**config.mk**
```make
export PLATFORM = sky130hd
export DESIGN_NAME = dispatch_buffer
export DESIGN_NICKNAME = d
export VERILOG_FILES = /design/src/rtl/dispatch_buffer.sv
export SDC_FILE = /design/constraint.sdc
export NUM_CORES = 1
export LEC_CHECK = 0
export CAP_MARGIN = 20
export CORE_UTILIZATION = 39
export CTS_BUF_LIST = sky130_fd_sc_hd__clkbuf_2 sky130_fd_sc_hd__clkbuf_4 sky130_fd_sc_hd__clkbuf_8
export DETAILED_ROUTE_END_ITERATION = 16
export PLACE_DENSITY = 0.71
export SETUP_SLACK_MARGIN = 0.5
export SYNTH_ARGS = -nofsm -noshare
export SYNTH_HDL_FRONTEND = slang
export SYNTH_SLANG_ARGS = --single-unit
```
**constraint.sdc**
```tcl
create_clock -name clk -period 10.2 [get_ports clk]
set_clock_uncertainty 0.05 [all_clocks]
set_input_delay 2.04 -clock clk [delete_from_list [all_inputs] [get_ports clk]]
set_output_delay 2.04 -clock clk [all_outputs]
set_load 0.005 [all_outputs]
```
**src/rtl/dispatch_buffer.sv**
```systemverilog
// Dispatch buffer: a small in-order circular queue between ID/EX and rename/RS.
// Accepts decoded instructions while not full and presents the oldest entry
// at its outputs. Drops are counted when full, and flush discards all entries.
module dispatch_buffer #(
    parameter int DEPTH = 4
) (
    input  logic                       clk,
    input  logic                       rst,
    input  logic                       flush,
    input  logic                       disp_valid,
    input  logic [6:0]                 opcode_in,
    input  logic [2:0]                 funct3_in,
    input  logic [6:0]                 funct7_in,
    input  logic [4:0]                 srcReg1_in,
    input  logic [4:0]                 srcReg2_in,
    input  logic [4:0]                 destReg_in,
    input  logic [31:0]                imm_in,
    input  logic [1:0]                 lwSw_in,
    input  logic [31:0]                PC_in,
    input  logic                       regWrite_in,
    input  logic                       memRead_in,
    input  logic                       memWrite_in,
    input  logic                       memToReg_in,
    input  logic                       hasImm_in,
    output logic                       stall,
    output logic                       issue_valid,
    input  logic                       issue_ready,
    output logic [6:0]                 opcode_out,
    output logic [2:0]                 funct3_out,
    output logic [6:0]                 funct7_out,
    output logic [4:0]                 srcReg1_out,
    output logic [4:0]                 srcReg2_out,
    output logic [4:0]                 destReg_out,
    output logic [31:0]                imm_out,
    output logic [1:0]                 lwSw_out,
    output logic [31:0]                PC_out,
    output logic                       regWrite_out,
    output logic                       memRead_out,
    output logic                       memWrite_out,
    output logic                       memToReg_out,
    output logic                       hasImm_out,
    output logic [$clog2(DEPTH):0]     count,
    output logic [7:0]                 drop_cnt
);

    localparam int PW = $clog2(DEPTH);
    localparam int CW = PW + 1;
    localparam logic [CW-1:0] FULL_CNT = CW'(DEPTH);

    typedef struct packed {
        logic [6:0]  opcode;
        logic [2:0]  funct3;
        logic [6:0]  funct7;
        logic [4:0]  src1;
        logic [4:0]  src2;
        logic [4:0]  dest;
        logic [31:0] imm;
        logic [1:0]  lwsw;
        logic [31:0] pc;
        logic        reg_write;
        logic        mem_read;
        logic        mem_write;
        logic        mem_to_reg;
        logic        has_imm;
    } entry_t;

    entry_t          mem_q [DEPTH];
    logic [PW-1:0]   head_q, head_d;
    logic [PW-1:0]   tail_q, tail_d;
    logic [CW-1:0]   count_q, count_d;
    logic [7:0]      drop_q, drop_d;

    logic   full, empty, req, push, pop, drop;
    entry_t in_e, head_e;

    assign full  = (count_q == FULL_CNT);
    assign empty = (count_q == '0);

    assign in_e = '{opcode: opcode_in, funct3: funct3_in, funct7: funct7_in,
                    src1: srcReg1_in, src2: srcReg2_in, dest: destReg_in,
                    imm: imm_in, lwsw: lwSw_in, pc: PC_in,
                    reg_write: regWrite_in, mem_read: memRead_in,
                    mem_write: memWrite_in, mem_to_reg: memToReg_in,
                    has_imm: hasImm_in};

    // Handshake decode and next-state pointers/occupancy; full refuses a push
    // even when the head is leaving in the same cycle.
    always_comb begin
        req     = disp_valid && (opcode_in != 7'd0) && !flush;
        push    = req && !full;
        drop    = req && full;
        pop     = !empty && issue_ready && !flush;
        head_d  = pop  ? head_q + PW'(1) : head_q;
        tail_d  = push ? tail_q + PW'(1) : tail_q;
        count_d = count_q + CW'(push) - CW'(pop);
        drop_d  = (drop && drop_q != 8'hFF) ? drop_q + 8'd1 : drop_q;
    end

    // State update: reset clears everything, flush empties the queue but keeps drop_cnt.
    always_ff @(posedge clk) begin
        if (rst) begin
            head_q  <= '0;
            tail_q  <= '0;
            count_q <= '0;
            drop_q  <= '0;
            for (int i = 0; i < DEPTH; i++) mem_q[i] <= '0;
        end else begin
            drop_q <= drop_d;
            if (flush) begin
                head_q  <= '0;
                tail_q  <= '0;
                count_q <= '0;
            end else begin
                head_q  <= head_d;
                tail_q  <= tail_d;
                count_q <= count_d;
                if (push) mem_q[tail_q] <= in_e;
            end
        end
    end

    // Head entry presented combinationally; zeroed when nothing is buffered.
    always_comb begin
        head_e = empty ? '0 : mem_q[head_q];
    end

    assign stall        = full;
    assign issue_valid  = !empty;
    assign count        = count_q;
    assign drop_cnt     = drop_q;
    assign opcode_out   = head_e.opcode;
    assign funct3_out   = head_e.funct3;
    assign funct7_out   = head_e.funct7;
    assign srcReg1_out  = head_e.src1;
    assign srcReg2_out  = head_e.src2;
    assign destReg_out  = head_e.dest;
    assign imm_out      = head_e.imm;
    assign lwSw_out     = head_e.lwsw;
    assign PC_out       = head_e.pc;
    assign regWrite_out = head_e.reg_write;
    assign memRead_out  = head_e.mem_read;
    assign memWrite_out = head_e.mem_write;
    assign memToReg_out = head_e.mem_to_reg;
    assign hasImm_out   = head_e.has_imm;

endmodule

```
== After elaboration in Yosys (flattened, before gate mapping) ==
Memory sizes are Yosys's and may differ from the RTL's. A register that Yosys moved wholly into a read port is not among the register bits.
Index checks and enable logic that the tools add are counted.

* Register bits after elaboration: 15
* Memory bits (writable): 412
* Input port bits: 108
* Output and inout bits: 116
* Logic and storage cells: 38
* Memories: 1

{| class="wikitable"
|+ Memories
! memory !! depth !! width !! rd ports !! clocked after memory_dff !! wr ports !! RTL line !! source
|-
| mem_q || 4 || 103 || 1 || 1 || 4 || 67 || <nowiki>entry_t mem_q [DEPTH];</nowiki>
|}

* $add $sub $neg: 5
* Equal/unequal tests: 2
* Multiplexer cells: 12
* Reduce and logical (&&, ||, !) cells: 14

{| class="wikitable"
|+ Operators with widths
! kind !! number
|-
| $mux 103 || 2
|-
| $reduce_or 103->1 || 1
|-
| $add 8x1->8 const B || 1
|-
| $ne 8x8->1 const B || 1
|-
| $logic_and 1x1->1 || 7
|-
| $mux 1 || 7
|-
| $reduce_bool 7->1 || 1
|-
| $mux 2 || 3
|-
| $add 2x1->2 const B || 2
|-
| $add 3x1->3 || 1
|-
| $eq 3x3->1 const B || 1
|-
| $logic_not 1->1 || 3
|-
| $logic_not 3->1 || 1
|-
| $sub 3x1->3 || 1
|-
| $reduce_or 2->1 || 1
|}

== Longest topological paths before layout ==
* Depth in word-level cells: 10
* Depth in mapped cells: 11
* Gate-level depth less buffers: 11

== Worst setup path before layout ==
Ideal clock, no wire load.

* Path kind: input to register
* Start: in flush
* End: mem mem_q[1][0] (netlist name), enable pin
* Library setup time: 0.707 ns
* Arrival: 10.036 ns
* Required time: 9.443 ns
* Setup slack: -0.593 ns
* Stages: 5
* Buffers on the path: 1
* Cell sequence: buf_2 nand2b_4 a211oi_1 nand2_1 o21ai_0

{| class="wikitable"
|+ RTL lines
! item !! RTL line !! source
|-
| start, declared || 9 || <nowiki>input logic flush,</nowiki>
|-
| end, declared || 67 ||
|}

==> qor.csv <==
stage,metric,value,unit
status,status,completed,
min_path,min-delay worst type,flip-flop to flip-flop,
routing,WL final,45430,um
pwr,Int Power,2.970,mW
timing,slew at the pin closest to its max-slew limit,1.222,ns
clock_network,clock root cell,clkbuf_8,
clock_network,Resize count post-CTS,0,
worst_setup_path,Startpoint Class,input port,
synthesis,Yosys Warn Count,0,
finish,Finished Core Util,48.12,%
timing,period utilization,55.83,%
routing,Via-to-Cell Ratio,5.236,
clock_network,"Clk Latency, worst-skew pair",0.60,ns
clock_network,CTS max path bufs,3,
global_routing,GRT Overall Usage,18.16,%
pwr,Clk pwr share,39.7,%
worst_setup_path,R2R cell count,7,
synthesis,Mapped Nets,1354,
pwr,sequential share of power,53.6,%
flow_run,Max-Cap Viols,0,
clock_network,clk sinks,429,
worst_setup_path,crit path cell chain,clkdlybuf4s50_1 > nand2b_4 > a2111oi_4 > buf_12 > nand2_1 > nand2_4 > buf_4,
global_routing,Overflow after GRT,0,
clock_network,Post-CTS Setup Bufs,0,
clock_network,CTS Buf Count,72,
timing,# setup viols final,0,
clock_network,clk slew on worst S/H paths,0.05,ns
worst_setup_path,Max stage delay on crit path,0.85,ns
synthesis,"Distinct cells, synth",41,
timing,setup TNS,0,ns
pwr,Pwr per Cell Area,161.4,nW/um^2
placed_design,Port Buffers,223,
global_routing,vias in the first global route,11740,
clock_network,CTS Hold Bufs,0,
worst_setup_path,WP depth,7,
routing,"antenna viol nets, final",0,
routing,DR WL/cell,20.98,um
worst_setup_path,Critical Path AT,5.87,ns
die,number of placement rows,81,
die,core area,48850,um^2
pwr,Switching Fraction,21.70,%
timing,unrepaired setup endpoints after global routing,false,
synthesis,Mapped Cells,1242,
worst_setup_path,crit path max fanout,388,
min_path,Hold Crit Depth,2,
timing,highest clock rate,175.6,MHz
die,boundary pin count,224,
global_routing,antenna violations before repair,4,
finish,Fillers,4303,
timing,Worst slew margin,18.50,%
worst_setup_path,Critical Path End Type,flip-flop,
die,die span in x,224.5,um
finish,area of the multi-input gates,6132,um^2
synthesis,synthesized cell area,19300,um^2
die,area of the die,50390,um^2
timing,Max Slew Vio Count,0,
global_routing,pin count of the biggest net entering global routing,389,
finish,layout cell share with drive strength beyond 1,16.89,%
finish,register area,12720,um^2
worst_setup_path,CP Class,input port to flip-flop,
die,Die H,224.5,um
die,initial core utilization,39.52,%
timing,Hold Fails Final Rpt,0,
worst_setup_path,r2r setup slk,6.08,ns
synthesis,#FFs+latches synth,429,
finish,area grow syn2layout,21.76,%
routing,via count,11340,
worst_setup_path,"Slowest-stage cell, CP",buf_12,
worst_setup_path,CP bufs+invs,3,
routing,1st-iter DRT viols,868,
global_routing,first-pass GRT wire length,68680,um
pwr,Switch Pwr,822.9,uW
routing,Detailed Routing Iterations Pass 1,5,
pwr,peak supply drop,0.00009145,V
pwr,Comb power frac,6.7,%
placed_design,DP HPWL,24580,um
placed_design,GPL Wtd Cong,0.7325,
finish,Final nets,1552,
worst_setup_path,crit-path leading delay family,buffers and inverters,
pwr,Pleak,9.161,nW
timing,Final Critical Period,5.694,ns
worst_setup_path,Worst Path Required,10.38,ns
routing,DRC viols,0,
clock_network,CTS tree,yes,
synthesis,Mapped Avg Cell Area,15.54,um^2
clock_network,CTS H-tree depth,3,
synthesis,post-synthesis sequential area ratio,65.85,%
[flip-flops by register name (all words and copies together), names as in the netlist, named ones only]
register and flops:
count 3, drop_cnt 8, head_q 2, mem_q 412
tail_q 2
[cell families after synthesis]
family                     count (synthesis)  share of synthesized area, %
AOI/OAI and AO/OA                         22                        0.8555
xor gates and xnor gates                   5                        0.2268
adders and majority gates                  4                        0.2982
buffers and inverters                    121                         2.709
DFF                                      429                         65.85
muxes                                    103                         12.02
and+or+nand+nor                          558                         18.04
[synth_stat cells]
cell type  number  area [um^2]
a2111oi_4       1        27.53
a211o_1         1        8.760
a211oi_1        1        7.510
a21o_1          1        7.510
a21oi_1         5        25.02
and2_1        236         1476
and3_1        283         1770
and3b_1         2        17.52
and4b_1         1        10.01
buf_1           9        33.78
buf_2          40        200.2
buf_4           2        15.01
clkbuf_1       54        202.7
clkbuf_2        9        45.04
dfxtp_1        17        340.3
edfxtp_1      412        12370
fa_1            1        20.02
ha_1            3        37.54
inv_1           6        22.52
inv_2           1        3.750
mux4_2        103         2320
nand2_1         8        30.03
nand2b_4        1        13.76
nand3_1         3        15.01
nand4_1         1        6.260
nor2_1          3        11.26
nor2b_1         2        12.51
nor3_1          6        30.03
nor3b_1         1        7.510
nor4_2          1        12.51
o21a_1          2        15.01
o21ai_0         5        25.02
o21bai_1        1        7.510
o311ai_0        1        8.760
o31ai_1         2        15.01
o41ai_1         2        17.52
or2_2           1        6.260
or3_1           4        25.02
or3b_1          1        8.760
or4_1           4        30.03
xnor2_1         5        43.79
[cell usage in the layout, fill, tap and decap left out, types with 4 or more instances in the layout]
| cell | netlist | routed |
|---|---|---|
| or4_1 | 4 | 4 |
| and2_1 | 236 | 236 |
| clkbuf_4 | 0 | 30 |
| clkinv_1 | 0 | 13 |
| nor3_1 | 6 | 6 |
| nand2_1 | 8 | 6 |
| clkdlybuf4s50_1 | 0 | 223 |
| xnor2_1 | 5 | 5 |
| buf_4 | 2 | 14 |
| o21ai_0 | 5 | 4 |
| mux4_2 | 103 | 103 |
| dfxtp_1 | 17 | 15 |
| and3_1 | 283 | 283 |
| inv_1 | 6 | 6 |
| a21oi_1 | 5 | 5 |
| clkbuf_8 | 0 | 78 |
| edfxtp_1 | 412 | 412 |
| clkinv_2 | 0 | 8 |
[layout make-up]
cell class | instances | share of cell area [%]
sequential | 429 | 54.11
multi-input combinational | 692 | 26.09
tap | 664 | 3.534
clock buffer | 108 | 5.525
inverter | 7 | 0.1118
clock inverter | 24 | 0.5695
timing repair buffer | 238 | 10.03
antenna | 3 | 0.03194
[final timing paths]
| path | start | endpoint |
|---|---|---|
| min | drop_cnt[4] | drop_cnt[4] |
| min reg2reg | drop_cnt[4] | drop_cnt[4] |
| max | flush | mem_q[2][93] |
| max reg2reg | count[1] | mem_q[2][93] |
[layer usage]
metal / GRT usage, % / up-vias / share of wire, %
met5: 0 / - / 0.026
met4: 5.618 / 2 / 1.9
met3: 4.037 / 60 / 6.2
met2: 31.06 / 351 / 51
met1: 22.98 / 5770 / 41
li1: - / 5152 / -
[power by group through the flow]
stage	Sequential (mW)	Clock [mW]	Combinational, mW
finish	2.03	1.51	0.256
CTS	2.03	1.54	0.262
global route	2.04	1.61	0.278
floorplan	2.07	0	0.124
detailed placement	2.07	0	0.261
global placement	2.06	0	0.258
[through the flow]
step	power [mW]	setup WS, ns	hold WS, ns	instance area [um^2]	cells
after floorplan	2.192	2.184	0.4251	19300	1242
after global placement	2.321	3.810	0.4394	22070	2030
after detailed placement	2.330	3.754	0.4520	22070	2030
after CTS	3.837	4.396	0.4603	23500	2162
after global routing	3.926	4.154	0.5031	23500	2163
final	3.793	4.506	0.4609	23510	2165
[worst reg2reg max path: cells and delay by family (launching register included)]
family	cells	cell delay, ns
buffers and inverters	3	1.69
DFF	1	0.43
and+or+nand+nor	3	1.19
AOI/OAI and AO/OA	1	0.33
(Power assumes the default switching activity.)
